--- src/rtl/game_controller_if.sv ---
`default_nettype none
// ============================================================================
//  Module      : game_controller_if
//  Description : Signal bundle between the game-flow sequencer and the rest
//                of the invaders game (scoring, sprites, invader logic).
//                master : the sequencer (consumes game inputs, drives flow)
//                slave  : the surrounding game logic / environment
//  Ports       : tick, start_btn, player_collision, invaders_bottom,
//                invaders_remaining[5:0], lives[1:0], score[6:0]  -> sequencer
//                state[2:0], game_run, game_clear, respawn, wave_load,
//                level[2:0], high_score[6:0]                      <- sequencer
//  Revision    : 1.0  initial release
// ============================================================================
interface game_controller_if;
    logic       tick;
    logic       start_btn;
    logic       player_collision;
    logic       invaders_bottom;
    logic [5:0] invaders_remaining;
    logic [1:0] lives;
    logic [6:0] score;
    logic [2:0] state;
    logic       game_run;
    logic       game_clear;
    logic       respawn;
    logic       wave_load;
    logic [2:0] level;
    logic [6:0] high_score;

    modport master (
        input  tick, start_btn, player_collision, invaders_bottom,
               invaders_remaining, lives, score,
        output state, game_run, game_clear, respawn, wave_load,
               level, high_score
    );

    modport slave (
        output tick, start_btn, player_collision, invaders_bottom,
               invaders_remaining, lives, score,
        input  state, game_run, game_clear, respawn, wave_load,
               level, high_score
    );
endinterface
`default_nettype wire

--- src/rtl/game_controller.sv ---
`default_nettype none
// ============================================================================
//  Module      : game_controller
//  Description : Game-flow sequencer for the invaders game. Runs the
//                playfield, freezes it after a player hit or a cleared wave,
//                advances the wave number, ends the game and keeps the
//                session high score.
//  Ports       : clk   - system clock
//                arst  - asynchronous active-low reset
//                bus   - game_controller_if.master (game inputs / flow outputs)
//  Revision    : 1.0  initial release
// ============================================================================
module game_controller #(
    parameter int unsigned HIT_PAUSE_TICKS   = 120,
    parameter int unsigned CLEAR_PAUSE_TICKS = 90,
    parameter int unsigned OVER_HOLD_TICKS   = 180,
    parameter int unsigned MAX_LEVEL         = 7
) (
    input  logic               clk,
    input  logic               arst,
    game_controller_if.master  bus
);

    typedef enum logic [2:0] {
        S_IDLE        = 3'd0,
        S_START       = 3'd1,
        S_PLAYING     = 3'd2,
        S_HIT         = 3'd3,
        S_LEVEL_CLEAR = 3'd4,
        S_GAME_OVER   = 3'd5
    } state_t;

    localparam logic [7:0] C_HIT_LAST   = 8'(HIT_PAUSE_TICKS - 1);
    localparam logic [7:0] C_CLEAR_LAST = 8'(CLEAR_PAUSE_TICKS - 1);
    localparam logic [7:0] C_OVER_HOLD  = 8'(OVER_HOLD_TICKS);
    localparam logic [2:0] C_MAX_LEVEL  = 3'(MAX_LEVEL);

    state_t     state_q, state_d;
    logic [7:0] cnt_q, cnt_d;
    logic       start_prev_q;
    logic [2:0] level_q, level_d;
    logic [6:0] high_q, high_d;
    logic       entry_q;
    logic       game_clear_q, game_clear_d;
    logic       respawn_q, respawn_d;
    logic       wave_load_q, wave_load_d;

    logic       start_edge;
    logic       hit_expired;
    logic       clear_expired;
    logic       hold_done;
    logic       counting;

    always_comb begin
        start_edge    = bus.start_btn & ~start_prev_q;
        hit_expired   = bus.tick && (cnt_q == C_HIT_LAST);
        clear_expired = bus.tick && (cnt_q == C_CLEAR_LAST);
        // The GAME_OVER counter parks at the hold value, so reaching it
        // means the hold has already expired on an earlier tick.
        hold_done     = (cnt_q == C_OVER_HOLD);
        counting      = (state_q == S_HIT) || (state_q == S_LEVEL_CLEAR) ||
                        (state_q == S_GAME_OVER);

        state_d      = state_q;
        level_d      = level_q;
        high_d       = high_q;
        game_clear_d = 1'b0;
        respawn_d    = 1'b0;
        wave_load_d  = 1'b0;

        case (state_q)
            S_IDLE: begin
                if (start_edge) begin
                    state_d      = S_START;
                    game_clear_d = 1'b1;
                    wave_load_d  = 1'b1;
                    respawn_d    = 1'b1;
                end
            end
            S_START: begin
                state_d = S_PLAYING;
                level_d = 3'd0;
            end
            S_PLAYING: begin
                // Lives are not looked at here: the scoring block decrements
                // on the same edge, so the verdict is taken at the end of HIT.
                if (bus.invaders_bottom) begin
                    state_d = S_GAME_OVER;
                end else if (bus.player_collision) begin
                    state_d = S_HIT;
                end else if (bus.invaders_remaining == 6'd0) begin
                    state_d = S_LEVEL_CLEAR;
                end
            end
            S_HIT: begin
                if (hit_expired) begin
                    if (bus.lives == 2'd0) begin
                        state_d = S_GAME_OVER;
                    end else begin
                        state_d   = S_PLAYING;
                        respawn_d = 1'b1;
                    end
                end
            end
            S_LEVEL_CLEAR: begin
                if (clear_expired) begin
                    state_d     = S_PLAYING;
                    wave_load_d = 1'b1;
                    level_d     = (level_q >= C_MAX_LEVEL) ? C_MAX_LEVEL
                                                           : level_q + 3'd1;
                end
            end
            S_GAME_OVER: begin
                if (entry_q && (bus.score > high_q)) begin
                    high_d = bus.score;
                end
                if (hold_done && start_edge) begin
                    state_d      = S_START;
                    game_clear_d = 1'b1;
                    wave_load_d  = 1'b1;
                    respawn_d    = 1'b1;
                end
            end
            default: begin
                state_d = S_IDLE;
            end
        endcase

        // A state change always wins, so a tick on a transition edge is
        // never counted in the state being entered.
        if (state_d != state_q) begin
            cnt_d = 8'd0;
        end else if (bus.tick && counting &&
                     !((state_q == S_GAME_OVER) && hold_done)) begin
            cnt_d = cnt_q + 8'd1;
        end else begin
            cnt_d = cnt_q;
        end
    end

    always_ff @(posedge clk or negedge arst) begin
        if (!arst) begin
            state_q      <= S_IDLE;
            cnt_q        <= 8'd0;
            start_prev_q <= 1'b1;
            level_q      <= 3'd0;
            high_q       <= 7'd0;
            entry_q      <= 1'b0;
            game_clear_q <= 1'b0;
            respawn_q    <= 1'b0;
            wave_load_q  <= 1'b0;
        end else begin
            state_q      <= state_d;
            cnt_q        <= cnt_d;
            start_prev_q <= bus.start_btn;
            level_q      <= level_d;
            high_q       <= high_d;
            entry_q      <= (state_d != state_q);
            game_clear_q <= game_clear_d;
            respawn_q    <= respawn_d;
            wave_load_q  <= wave_load_d;
        end
    end

    assign bus.state      = state_q;
    assign bus.game_run   = (state_q == S_PLAYING);
    assign bus.game_clear = game_clear_q;
    assign bus.respawn    = respawn_q;
    assign bus.wave_load  = wave_load_q;
    assign bus.level      = level_q;
    assign bus.high_score = high_q;

endmodule
`default_nettype wire

--- src/flat_wrapper.sv ---
// flat-port wrapper written by rule: the top's interface ports become plain ports
module game_controller_flat 
#(
    parameter int unsigned HIT_PAUSE_TICKS   = 120,
    parameter int unsigned CLEAR_PAUSE_TICKS = 90,
    parameter int unsigned OVER_HOLD_TICKS   = 180,
    parameter int unsigned MAX_LEVEL         = 7
)
  (clk, arst, bus_tick, bus_start_btn, bus_player_collision, bus_invaders_bottom, bus_invaders_remaining, bus_lives, bus_score, bus_state, bus_game_run, bus_game_clear, bus_respawn, bus_wave_load, bus_level, bus_high_score);
  game_controller_if bus_i ();
  input  logic clk;
  input  logic arst;
  input wire logic [$bits(bus_i.tick)-1:0] bus_tick;
  input wire logic [$bits(bus_i.start_btn)-1:0] bus_start_btn;
  input wire logic [$bits(bus_i.player_collision)-1:0] bus_player_collision;
  input wire logic [$bits(bus_i.invaders_bottom)-1:0] bus_invaders_bottom;
  input wire logic [$bits(bus_i.invaders_remaining)-1:0] bus_invaders_remaining;
  input wire logic [$bits(bus_i.lives)-1:0] bus_lives;
  input wire logic [$bits(bus_i.score)-1:0] bus_score;
  output wire logic [$bits(bus_i.state)-1:0] bus_state;
  output wire logic [$bits(bus_i.game_run)-1:0] bus_game_run;
  output wire logic [$bits(bus_i.game_clear)-1:0] bus_game_clear;
  output wire logic [$bits(bus_i.respawn)-1:0] bus_respawn;
  output wire logic [$bits(bus_i.wave_load)-1:0] bus_wave_load;
  output wire logic [$bits(bus_i.level)-1:0] bus_level;
  output wire logic [$bits(bus_i.high_score)-1:0] bus_high_score;
  assign bus_i.tick = bus_tick;
  assign bus_i.start_btn = bus_start_btn;
  assign bus_i.player_collision = bus_player_collision;
  assign bus_i.invaders_bottom = bus_invaders_bottom;
  assign bus_i.invaders_remaining = bus_invaders_remaining;
  assign bus_i.lives = bus_lives;
  assign bus_i.score = bus_score;
  assign bus_state = bus_i.state;
  assign bus_game_run = bus_i.game_run;
  assign bus_game_clear = bus_i.game_clear;
  assign bus_respawn = bus_i.respawn;
  assign bus_wave_load = bus_i.wave_load;
  assign bus_level = bus_i.level;
  assign bus_high_score = bus_i.high_score;
  game_controller #(.HIT_PAUSE_TICKS(HIT_PAUSE_TICKS), .CLEAR_PAUSE_TICKS(CLEAR_PAUSE_TICKS), .OVER_HOLD_TICKS(OVER_HOLD_TICKS), .MAX_LEVEL(MAX_LEVEL)) u_core (.clk(clk), .arst(arst), .bus(bus_i));
endmodule
--- config.mk ---
export PLATFORM = sky130hd
export DESIGN_NAME = game_controller_flat
export DESIGN_NICKNAME = d
export VERILOG_FILES = /design/src/rtl/game_controller_if.sv /design/src/rtl/game_controller.sv /design/src/flat_wrapper.sv
export SDC_FILE = /design/constraint.sdc
export NUM_CORES = 1
export LEC_CHECK = 0
export ABC_AREA = 1
export CORE_MARGIN = 1
export CORE_UTILIZATION = 55
export DETAILED_ROUTE_END_ITERATION = 8
export DONT_BUFFER_PORTS = 1
export HOLD_SLACK_MARGIN = 0.12
export PLACE_DENSITY = 0.7
export REMOVE_ABC_BUFFERS = 1
export SETUP_SLACK_MARGIN = 0.3
export SYNTH_ARGS = -nofsm -noshare
export SYNTH_HDL_FRONTEND = slang
export SYNTH_SLANG_ARGS = --single-unit
--- constraint.sdc ---
create_clock -name clk -period 2.3 [get_ports clk]
set_input_delay 0.46 -clock clk [delete_from_list [all_inputs] [get_ports clk]]
set_output_delay 0.46 -clock clk [all_outputs]
set_load 0.05 [all_outputs]
After elaboration in Yosys (flattened, before gate mapping)
Cells that the tools add are included.
- $add $sub $neg: 2
- order comparisons: 2
- equal/unequal tests: 10
- muxes and demuxes: 22
- bitwise gates (word level): 2
- reductions and logical operators: 17
- operators with widths (kind ; count):
    3-bit 2-to-1 mux ; 10
    3-bit one-hot mux with 6 select lines ; 1
    8-bit by 7-bit equality test with 1-bit output, second input constant ; 2
    8-bit 2-to-1 mux ; 2
    8-bit by 1-bit adder with 8-bit output, second input constant ; 1
    8-bit equality test, second input constant ; 1
    7-bit greater-than comparator ; 1
    1-bit logical AND ; 7
    3-bit by 2-bit equality test with 1-bit output, second input constant ; 2
    3-bit equality test, second input constant ; 2
    6-bit logical NOT ; 1
    1-bit one-hot mux with 3 select lines ; 2
    3-bit one-hot mux with 2 select lines ; 1
    1-bit 2-to-1 mux ; 5
    2-bit AND reduction ; 2
    2-bit nonzero test ; 2
    3-bit by 1-bit adder with 3-bit output, second input constant ; 1
    3-bit by 1-bit equality test with 1-bit output, second input constant ; 1
    3-bit >= comparator, second input constant ; 1
    3-bit logical NOT ; 1
    3-bit != test ; 1
    2-bit logical NOT ; 1
    1-bit logical OR ; 2
    2-bit by 1-bit != test with 1-bit output, second input constant ; 1
    other kinds (4) ; 4
- bits in registers: 26
- input port bits: 21
- output and inout bits: 17
- word-level logic and storage cells: 64

Depth between registers and ports, before layout
- depth after elaboration: 7
- depth in mapped cells: 11
- depth with buffers taken out: 11

Least setup slack after synthesis
OpenSTA, ideal clock, no wires.
- kind: register to register
- start: register u_core.high_q[2] (netlist: u_core.bus.high_score[2])
- end: register u_core.high_q[4] (netlist: u_core.bus.high_score[4])
- setup time: 0.123 ns
- arrival time: 1.753 ns
- data required time: 2.177 ns
- path slack: 0.423 ns
- cell stages (with the launch flop): 11
- buffers on the path: 1
- clock period less this slack: 1.877 ns
- cells stage by stage: dfrtp_1 inv_1 ha_1 nand2_1 o21ai_0 nand2_1 o211ai_1 nand3_2 buf_6 nor2_1 a21oi_1
- word-level cells in the longest chain between the ends: 3
- ends and longest elaborated chain (item ; RTL line ; text):
    start: declaration ; game_controller.sv:42 ; logic [6:0] high_q, high_d;
    start signal: assignment ; game_controller.sv:157 ; high_q <= high_d;
    7-bit greater-than comparator ; game_controller.sv:114 ; if (entry_q && (bus.score > high_q)) begin
    1-bit logical AND ; game_controller.sv:114 ;
    2-bit AND reduction (no line) ; n/a ;
Every way passes these cells.
A chain may end at the register's enable or synchronous reset.

Final worst setup path
- start: register u_core.state_q[1] (netlist: u_core.bus.state[1])
- end: output port bus_game_run
- word-level cells in the longest chain between the ends: 1
- ends and longest elaborated chain (item ; RTL line ; text):
    start: declaration ; game_controller.sv:38 ; state_t state_q, state_d;
    start signal: assignment ; game_controller.sv:153 ; state_q <= state_d;
    3-bit by 2-bit equality test with 1-bit output ; game_controller.sv:166 ; assign bus.game_run = (state_q == S_PLAYING);
    end: declaration ; flat_wrapper.sv:21 ; output wire logic [$bits(bus_i.game_run)-1:0] bus_game_run;
Every way passes these cells.

==> results.txt <==
By area the synthesized netlist is led by sky130_fd_sc_hd__dfrtp_1 39%, sky130_fd_sc_hd__ha_1 9.3%, sky130_fd_sc_hd__nand2_1 8.3%, sky130_fd_sc_hd__nor2_1 6.5%, sky130_fd_sc_hd__inv_1 6.0%. The run gives 2780 sq um as the core area. The die covers 3170 sq um. The post-synthesis async set-or-reset flop share works out to 1.00. The data required time at the worst endpoint is 1840 ps. The root buffer cell is sky130_fd_sc_hd__clkbuf_4. The final setup violation count is 0, and the HPWL after detailed placement is 2470 um. The fraction of post-synthesis cell area in the top cell type by area was 0.386; the count of cells along the worst hold path was 2.

The min-delay analysis places its worst path in the category in -> reg. The tools report the count of different cell masters after synthesis as 30. Traced cell by cell, the critical path runs through buf_4 > nand3_1 > inv_1 > buf_4.

Post-CTS timing repair inserted 0 buffers for setup. The Yosys step of the flow raised 0 warnings. At the end of the flow, the number of nets in the layout was 248.

The tools report the arrival time reported for the critical path endpoint as 1420 ps. For this design, the slowest cell found on the critical path is sky130_fd_sc_hd__dfrtp_1. Buffers placed on the I/O ports in this run total 0. A synthesized cell averages 8.19 sq um.

Number of levels the H-tree was split into: 1. The run gives 245 as the number of fill cells. Number of stages on the worst setup path: 4.

For the pin with the worst max-slew slack, the measured transition is 544 ps. The pin count of the biggest net entering global routing was 27; the cell depth of the worst flop-to-flop path was 7. The first global-routing pass estimated 5350 um of wire. The total number of vias is 1324, and the multi-input logic area is 846 sq um. The critical path's largest stage delay works out to 420 ps.

The summed instance area of the synthesized netlist was 1620 sq um; the DRC violation count after routing was 0. The sum of negative setup slack was 0 ps. Dividing the detail-routed wire length by the instance count gives 12.9 um.

Across the VDD grid, the largest voltage drop is 0.000782 V. Timing would allow up to 0.532 GHz. Once the clock tree was built, the resizer swapped 0 gates to a different size. The minimum period implied by the final worst setup slack works out to 1880 ps.

The power density normalized to cell area was 786 nW/um^2. The filler-free cell count of the finished design came out at 245. The share of the clock period used by the worst path after layout was 0.817. The commonest register cell after synthesis is sky130_fd_sc_hd__dfrtp_1.

The number of antenna violations at the first check in global routing is 0. After synthesis the netlist holds a flip-flop and latch count of 26. The residual overflow from global routing came out at 0. The sequential cells in the finished layout cover a total of 652 sq um.

The die span in x is 56.3 um, and the number of buffers added by the clock tree synthesis step is 3. The area growth from synthesis to final layout was 10.4%; the number of placed instances with taps included was 238. The tools report the clock net sink count as 26. Broken down by cell family, the worst path's largest delay share belongs to buffers and inverters. The initial standard-cell utilization of the core is 0.583, and the highest fanout seen on the critical path is 4. The via count of the first global-routing pass was 1272; the hold violation count in the final report was 0. The post-synthesis cell count was 198; the clock slew seen by the registers of the worst setup and hold paths was 140 ps. For the worst-skew pair, the clock arrives at the later sink with an insertion delay of 310 ps.

The clock passes through at most 2 buffers. The synthesized design contains 0 enable-type register cells. Final number of max-transition violations: 0.

The first detailed-routing pass ran for 4 iterations. For the proportion of synthesized chip area in sequential cells, the log shows 0.402. The run gives 38 as the boundary pin count. The most area-hungry cell type in the Yosys netlist is sky130_fd_sc_hd__dfrtp_1.

Most numerous cell on the critical path: sky130_fd_sc_hd__buf_4. The tools report the total routing resource utilization after global routing as 0.211. The normalized max-slew margin was 0.637.

TritonCTS built the clock tree. Counting both buffers and inverters, the worst setup path holds a total of 3. Row generation in the floorplan step produced 19 rows. For this design the static power due to leakage is 0.881 nW.

The violation count after the first detailed-route iteration was 43; the clock skew after layout was 3.88 ps. Setup repair after global routing left no endpoint under its margin. Kind of end point of the critical path: a primary output.

The tool flagged a number of max-cap violations equal to 0. The number of routed nets with antenna violations came out at 0. The kind of critical path is reg -> out. The share of final-layout standard cells stronger than drive strength 1 is 0.164.

The height of the die is 56.3 um, and the antenna diode instance count is 0. In the routed layout, each cell is associated on average with a via count of 5.40. The tools report the kind of start point of the critical path as a register.

The flow ran to the end, and the final reports show no timing, DRC or antenna violations. Routability-driven placement finished with a final weighted congestion of 0.883. The final routed wirelength across all metal layers came out at 3150 um.
==> where the power goes <==
part	switching (mW)	total (mW)	internal (mW)	leakage [nW]
sequential	0.101	0.607	0.506	0.320
combinational	0.420	0.602	0.182	0.546
clock	0.130	0.198	0.0678	0.0150
total	0.651	1.41	0.756	0.881
==> per-stage QoR <==
| step | total power [mW] | area [sq um] | hold slack [ps] | worst slack [ps] | util |
|---|---|---|---|---|---|
| CTS | 1.41 | 1790 | 281 | 426 | 0.644 |
| finish | 1.41 | 1790 | 286 | 422 | 0.644 |
| floorplan | 1.06 | 1610 | 164 | 438 | - |
| global placement | 1.19 | 1720 | 165 | 579 | 0.620 |
| global route | 1.50 | 1790 | 277 | 323 | 0.644 |
| detailed placement | 1.20 | 1720 | 165 | 500 | 0.620 |
==> kinds of logic after synthesis <==
group,after synthesis,share of synthesized area
xor gates and xnor gates,7,0.0378
buffers and inverters,31,0.0764
AOI/OAI and AO/OA,25,0.102
adders and majority gates,12,0.0926
and+or+nand+nor,97,0.289
DFF,26,0.402
==> final cells by class <==
| class | count | share of cell area |
|---|---|---|
| Tap cell | 31 | 0.0217 |
| Multi-Input combinational cell | 141 | 0.472 |
| Sequential cell | 26 | 0.364 |
| Inverter | 30 | 0.0629 |
| Clock buffer | 4 | 0.0147 |
| Timing Repair Buffer | 13 | 0.0643 |
==> final timing paths <==
check	end	slack [ps]	from
min in group asynchronous	u_core.bus.high_score[1]	560	arst
max in group asynchronous	u_core.start_prev_q	1520	arst
min reg2reg	u_core.bus.high_score[1]	550	u_core.bus.high_score[1]
max	bus_game_run	420	u_core.bus.state[1]
min	u_core.bus.high_score[1]	290	bus_score[1]
max reg2reg	u_core.bus.high_score[4]	460	u_core.bus.high_score[0]
==> cells in the final DEF, fill, tap and decap left out <==
master,instances
sky130_fd_sc_hd__nand3_1,14
sky130_fd_sc_hd__nand2_2,3
sky130_fd_sc_hd__nand3_2,3
sky130_fd_sc_hd__clkbuf_1,1
sky130_fd_sc_hd__nor3_1,3
sky130_fd_sc_hd__o21ai_1,1
sky130_fd_sc_hd__nor2_2,1
sky130_fd_sc_hd__o22ai_1,1
sky130_fd_sc_hd__nand3b_1,1
sky130_fd_sc_hd__o21ai_0,4
sky130_fd_sc_hd__ha_1,12
sky130_fd_sc_hd__clkbuf_4,3
sky130_fd_sc_hd__nand3_4,1
sky130_fd_sc_hd__xnor2_1,1
sky130_fd_sc_hd__inv_2,4
sky130_fd_sc_hd__dfstp_2,1
sky130_fd_sc_hd__nor2_4,3
sky130_fd_sc_hd__dfrtp_1,25
sky130_fd_sc_hd__a41oi_2,1
sky130_fd_sc_hd__a21boi_1,1
sky130_fd_sc_hd__a21oi_2,1
sky130_fd_sc_hd__a31oi_2,1
sky130_fd_sc_hd__nand4_1,3
sky130_fd_sc_hd__buf_4,10
sky130_fd_sc_hd__a31o_2,1
sky130_fd_sc_hd__inv_1,26
sky130_fd_sc_hd__dlygate4sd3_1,2
sky130_fd_sc_hd__xor2_1,6
sky130_fd_sc_hd__nand2_1,36
sky130_fd_sc_hd__o211ai_1,4
sky130_fd_sc_hd__buf_12,1
sky130_fd_sc_hd__nor2_1,28
sky130_fd_sc_hd__nand2_4,1
sky130_fd_sc_hd__a21oi_1,10
==> sequential cells by signal (all words and copies together) (netlist names) <==
signal and cells:
u_core.bus.state 3, u_core.bus.wave_load 1, u_core.bus.game_clear 1, u_core.bus.respawn 1, u_core.bus.level 3, u_core.start_prev_q 1
u_core.bus.high_score 7, u_core.cnt_q 8, u_core.entry_q 1
==> cells in the mapped netlist, types with 3 or more instances <==
| cell | number |
|---|---|
| sky130_fd_sc_hd__nand2_2 | 3 |
| sky130_fd_sc_hd__inv_2 | 4 |
| sky130_fd_sc_hd__ha_1 | 12 |
| sky130_fd_sc_hd__inv_1 | 26 |
| sky130_fd_sc_hd__o21ai_0 | 4 |
| sky130_fd_sc_hd__o211ai_1 | 4 |
| sky130_fd_sc_hd__nor3_1 | 3 |
| sky130_fd_sc_hd__dfrtp_1 | 25 |
| sky130_fd_sc_hd__nand3_2 | 3 |
| sky130_fd_sc_hd__nand4_1 | 3 |
| sky130_fd_sc_hd__nand2_1 | 36 |
| sky130_fd_sc_hd__nor2_1 | 28 |
| sky130_fd_sc_hd__a21oi_1 | 10 |
| sky130_fd_sc_hd__nand3_1 | 14 |
| sky130_fd_sc_hd__xor2_1 | 6 |
| sky130_fd_sc_hd__nor2_4 | 3 |
==> per-layer routing <==
metal / track usage / up-vias / routed length [um]
met5: 0 / - / 0
met1: 0.280 / 620 / 1500
met3: 0.0300 / 2 / 95
li1: - / 675 / -
met4: 0.0523 / 0 / 19
met2: 0.366 / 27 / 1540
==> timing repair <==
item                       in CTS  in global routing
setup endpoints to repair       0                  0
hold endpoints to repair       27                  0
hold buffers                    3                  0
Power figures use the tool's default switching activity.
